$ cat config.mk
export PLATFORM = sky130hd
export DESIGN_NAME = c1908_bist_ctrl
export DESIGN_NICKNAME = d
export VERILOG_FILES = /design/src/rtl/c1908_bist_ctrl.sv
export SDC_FILE = /design/constraint.sdc
export NUM_CORES = 1
export LEC_CHECK = 0
export ABC_AREA = 1
export BUFFER_PORTS_ARGS = -buffer_cell sky130_fd_sc_hd__buf_2
export CORE_MARGIN = 2
export CORE_UTILIZATION = 55
export DETAILED_ROUTE_END_ITERATION = 8
export HOLD_SLACK_MARGIN = 0.02
export PLACE_DENSITY = 0.93
export REMOVE_ABC_BUFFERS = 1
export SETUP_SLACK_MARGIN = 0.5
export SYNTH_ARGS = -nofsm -noshare
export SYNTH_HDL_FRONTEND = slang
export SYNTH_SLANG_ARGS = --single-unit
$ cat constraint.sdc
create_clock -name clk -period 5.45 [get_ports clk]
set_clock_uncertainty 0.2 [all_clocks]
set_input_delay 0.545 -clock clk [delete_from_list [all_inputs] [get_ports clk]]
set_output_delay 0.545 -clock clk [all_outputs]
set_load 0.005 [all_outputs]
$ cat src/rtl/c1908_bist_ctrl.sv
// BIST controller for the c1908 CUT. An LFSR drives the CUT inputs, and each response is
// compacted into a MISR after a settle time. After N patterns the signature is checked against golden.
module c1908_bist_ctrl #(
    parameter int unsigned      IN_W       = 33,
    parameter int unsigned      OUT_W      = 25,
    parameter int unsigned      N_PATTERNS = 1024,
    parameter int unsigned      SETTLE     = 2,
    parameter logic [IN_W-1:0]  LFSR_SEED  = IN_W'(1),
    parameter logic [IN_W-1:0]  LFSR_TAPS  = IN_W'(33'h1_0008_0000),
    parameter logic [OUT_W-1:0] MISR_TAPS  = OUT_W'(25'h120_0000)
) (
    input  logic             clk,
    input  logic             rst,
    input  logic             start,
    input  logic             abort,
    input  logic [OUT_W-1:0] golden,
    input  logic [OUT_W-1:0] cut_out,
    output logic [IN_W-1:0]  cut_in,
    output logic             busy,
    output logic             done,
    output logic             pass,
    output logic [OUT_W-1:0] signature,
    output logic [15:0]      pattern_cnt
);

    localparam int unsigned CNT_W = 16;
    localparam int unsigned SET_W = (SETTLE > 1) ? $clog2(SETTLE) : 1;
    localparam logic [SET_W-1:0] SETTLE_LAST = SET_W'(SETTLE - 1);
    localparam logic [CNT_W-1:0] CNT_LAST    = CNT_W'(N_PATTERNS - 1);

    typedef enum logic [1:0] {
        S_IDLE,
        S_APPLY,
        S_CAPTURE,
        S_DONE
    } state_e;

    state_e             state_q, state_d;
    logic [IN_W-1:0]    lfsr_q, lfsr_d;
    logic [OUT_W-1:0]   sig_q, sig_d;
    logic [CNT_W-1:0]   cnt_q, cnt_d;
    logic [SET_W-1:0]   settle_q, settle_d;
    logic               pass_q, pass_d;
    logic               busy_q, busy_d;
    logic               done_q, done_d;

    logic [OUT_W-1:0]   sig_next_c;
    logic [IN_W-1:0]    lfsr_next_c;
    logic               clear_c;
    logic               load_c;

    // Fibonacci-style shift with XOR feedback; MISR folds in the CUT response
    assign sig_next_c  = {sig_q[OUT_W-2:0], ^(sig_q & MISR_TAPS)} ^ cut_out;
    assign lfsr_next_c = {lfsr_q[IN_W-2:0], ^(lfsr_q & LFSR_TAPS)};

    always_ff @(posedge clk or posedge rst) begin
        if (rst) begin
            state_q  <= S_IDLE;
            lfsr_q   <= LFSR_SEED;
            sig_q    <= '0;
            cnt_q    <= '0;
            settle_q <= '0;
            pass_q   <= 1'b0;
            busy_q   <= 1'b0;
            done_q   <= 1'b0;
        end else begin
            state_q  <= state_d;
            lfsr_q   <= lfsr_d;
            sig_q    <= sig_d;
            cnt_q    <= cnt_d;
            settle_q <= settle_d;
            pass_q   <= pass_d;
            busy_q   <= busy_d;
            done_q   <= done_d;
        end
    end

    always_comb begin
        state_d  = state_q;
        lfsr_d   = lfsr_q;
        sig_d    = sig_q;
        cnt_d    = cnt_q;
        settle_d = settle_q;
        pass_d   = pass_q;
        clear_c  = 1'b0;
        load_c   = 1'b0;

        unique case (state_q)
            S_IDLE: begin
                load_c = start && !abort;
            end
            S_APPLY: begin
                if (abort) begin
                    clear_c = 1'b1;
                end else if (settle_q == SETTLE_LAST) begin
                    settle_d = '0;
                    state_d  = S_CAPTURE;
                end else begin
                    settle_d = settle_q + SET_W'(1);
                end
            end
            S_CAPTURE: begin
                if (abort) begin
                    clear_c = 1'b1;
                end else begin
                    sig_d  = sig_next_c;
                    lfsr_d = lfsr_next_c;
                    cnt_d  = cnt_q + CNT_W'(1);
                    if (cnt_q == CNT_LAST) begin
                        pass_d  = (sig_next_c == golden);
                        state_d = S_DONE;
                    end else begin
                        state_d = S_APPLY;
                    end
                end
            end
            S_DONE: begin
                clear_c = abort;
                load_c  = start && !abort;
            end
            default: begin
                clear_c = 1'b1;
            end
        endcase

        // Abort restores reset values; a start reloads the run from the seed
        if (clear_c || load_c) begin
            state_d  = load_c ? S_APPLY : S_IDLE;
            lfsr_d   = LFSR_SEED;
            sig_d    = '0;
            cnt_d    = '0;
            settle_d = '0;
            pass_d   = 1'b0;
        end

        busy_d = (state_d == S_APPLY) || (state_d == S_CAPTURE);
        done_d = (state_d == S_DONE);
    end

    assign cut_in      = lfsr_q;
    assign signature   = sig_q;
    assign pattern_cnt = cnt_q;
    assign pass        = pass_q;
    assign busy        = busy_q;
    assign done        = done_q;

endmodule

==> impl_results.md <==
* Share of cells above drive strength 1 at 23.5%
* CP arrival at 2.71 ns
* Vias/cell at 5.31
* Fmax at ~0.37 GHz
* Final net count at 751
* Latest clock arrival within the worst-skew pair at 0.36 ns
* GRT Util Overall at 27.4%
* Main synth FF type: dfrtp_1
* Hold WC Path Type: in -> async
* Largest net degree at the start of global routing at 81
* Row count at 31
* VDD IR max at 0.000161 V
* Yosys top cell area share at 46.7%
* Vias in the first global route at 4052
* Endpoint type of the worst setup path: flop
* PwrDens at 295 mW/mm²
* Synth area leaders: dfrtp_1, nand2_1, inv_1
* Avg Synthesized Cell Area at ~7.5 µm²
* CTS tree: built
* Hold Vio Cnt, Final at 0
* Period utilization at 49.6%
* Fin Setup TNS at 0 ns
* Clock sink total at 80
* Initial antenna violation count at 1
* Die area at between 0.008 and 0.009 mm²
* Postcts setup bufs at 0
* Max Cap Violations at 0
* PortBufs at 130
* CP Cell Sequence: inv_1 > ha_1 > inv_1 > nand3_2 > nand2_4 > inv_4 > nand2_1 > buf_4 > o22ai_1
* Final setup fails at 0
* Hold_ws at ~0.28 ns
* Critical path fanouts, max at 33
* Leading area contributor after synthesis: dfrtp_1
* Mapped cell area at 0.00424 mm²
* Root buf cell: clkbuf_8
* Stages on the worst setup path at 9
* Seq/Total Area, Yosys at a little under half
* Synth warn at 0
* DRC at 0
* Vias at 4229
* Startpoint type of the worst setup path: flop
* Placed insts at 780
* Non-Filler Instances at about 800
* DRT Wirelength at 11.1 mm
* Status: finished clean
* Post_cts resized at 0
* Worst-Margin Slew at 0.995 ns
* Hold buffers post-CTS at 0
* Cell mode on critical path: inv_1
* Syn Inst Count at 563
* Num ports at between 100 and 150
* Maximum clock path buffer count at 2
* Num CTS Buffers at 9
* Min Tclk post-route at 2.70 ns
* H-tree Lvls at 3
* WS Path Type: reg -> reg
* CP required at ~5.5 ns
* RSZ-0062 raised after global routing: no
* Core ar. at 0.00737 mm²
* Area delta synth->final at 22.8%
* GP Congestion at 0.866
* Final Max Tran Viols at 0
* Avg WL per Cell at 13.9 µm
* Antenna-violating nets left at 0
* Die Ht at 91.8 µm
* Slew HR at 33.7%
* Die X at about 90 µm
* FFs w/ async S/R, synth at 100%
* R2R Setup Slk at 2.75 ns
* Post-synth cell types at 31
* Reg clk slew, reported paths at 0.09 ns
* Top delay family on crit path: simple AND/OR/NAND/NOR gates
* Post-synth EDFFs at 0
* Initial DRC count at 233
* FF+latch count, synth at 80
* First-pass GRT wire length at around 18 mm
* Slowest-stage cell, CP: nand2_1
* Length in cells of the worst reg-to-reg path at 9
* Overflow after GRT at 0
* Starting density of the core at 57.5%
* Buffers & Inverters on Critical Path at 4
* TritonRoute pass-1 iters at 5
* Post-DP HPWL at between 8 and 9 mm
* Leak at 2.91 nW
* Critical Path Max Stage Delay at 0.54 ns
## per-layer routing
| metal | vias up | global-route usage, % | routed length [µm] |
|---|---|---|---|
| met3 | 32 | 4.77 | 726 |
| met5 | - | 0 | 0 |
| met1 | 1960 | 33.8 | 4510 |
| met2 | 180 | 45.6 | 5480 |
| met4 | 0 | 15.3 | 375 |
| li1 | 2057 | - | - |
## worst reg2reg max path, stage by stage, from the launching register on
cell	delay [ns]
dfrtp_1	0.35
inv_1	0.08
ha_1	0.34
inv_1	0.12
nand3_2	0.13
nand2_4	0.14
inv_4	0.15
nand2_1	0.54
buf_4	0.38
o22ai_1	0.14
## cell usage after synthesis (2+ instances only)
library cell	instances
o22ai_1	39
or2_2	2
nor2_1	35
nand2_1	181
nor2_2	3
o21ai_1	4
clkbuf_1	3
nor3_1	6
a21oi_1	12
xnor2_1	2
nand4_1	4
o21ai_0	26
inv_2	3
nand3b_1	17
nand3_1	28
nand2_4	2
ha_1	5
dfrtp_1	79
inv_1	90
buf_2	11
## placed cells by master, fill, tap and decap left out, types with 5 or more instances in the layout
master / Yosys / final
ha_1: 5 / 5
nand3b_1: 17 / 17
dfrtp_1: 79 / 79
nand2_1: 181 / 181
nor3_1: 6 / 6
clkbuf_8: 0 / 9
a21oi_1: 12 / 12
buf_2: 11 / 130
o21ai_0: 26 / 26
nor2_1: 35 / 35
o22ai_1: 39 / 39
nand3_1: 28 / 28
inv_1: 90 / 89
## sequential cells by signal, indices dropped and copies added (netlist names)
signal	flops
cut_in	33
busy	1
done	1
pattern_cnt	16
settle_q	1
pass	1
signature	25
state_q	2
## stage by stage
stage	total power, mW	worst slack [ns]	cell area (µm²)	utilization, %
3_5_place_dp	1.00	2.77	4960	67.2
2_1_floorplan	0.880	2.65	4160	-
5_1_grt	1.61	2.54	5200	70.6
6_report	1.53	2.75	5200	70.6
4_1_cts	1.53	2.78	5200	70.6
3_3_place_gp	0.983	2.95	4960	67.2
## logic make-up after synthesis
family          synth area share (%)
xor+xnor                       0.620
compound gates                  11.3
buf+inv                         10.2
flops                           47.3
fa+ha+maj                       1.48
simple gates                    29.1
## layout make-up
| class | instances | area, µm² |
|---|---|---|
| fill | 572 | 2170 |
| antenna | 1 | 2.50 |
| clock inverter | 6 | 116 |
| clock buffer | 10 | 128 |
| inverter | 94 | 357 |
| sequential | 80 | 2000 |
| tap | 99 | 124 |
| multi-input combinational | 374 | 1800 |
| timing repair buffer | 133 | 673 |
## report_power, final
group          switching, mW  internal (mW)
Clock                  0.227          0.308
Sequential            0.0258          0.627
Combinational          0.241          0.106
Total                  0.494           1.04
## final timing paths
| kind | to | from |
|---|---|---|
| worst min register to register | cut_in[6]$_DFFE_PP0P_ | cut_in[6]$_DFFE_PP0P_ |
| worst max register to register | cut_in[19]$_DFFE_PP0P_ | state_q[0]$_DFF_PP0_ |
| worst min-delay path | cut_in[12]$_DFFE_PP0P_ | rst |
| worst max-delay path | cut_in[19]$_DFFE_PP0P_ | state_q[0]$_DFF_PP0_ |
| max in group asynchronous | busy$_DFF_PP0_ | rst |
| min in group clk | signature[17]$_DFFE_PP0P_ | cut_out[17] |
Note: power is estimated with default switching activity, not from simulation.
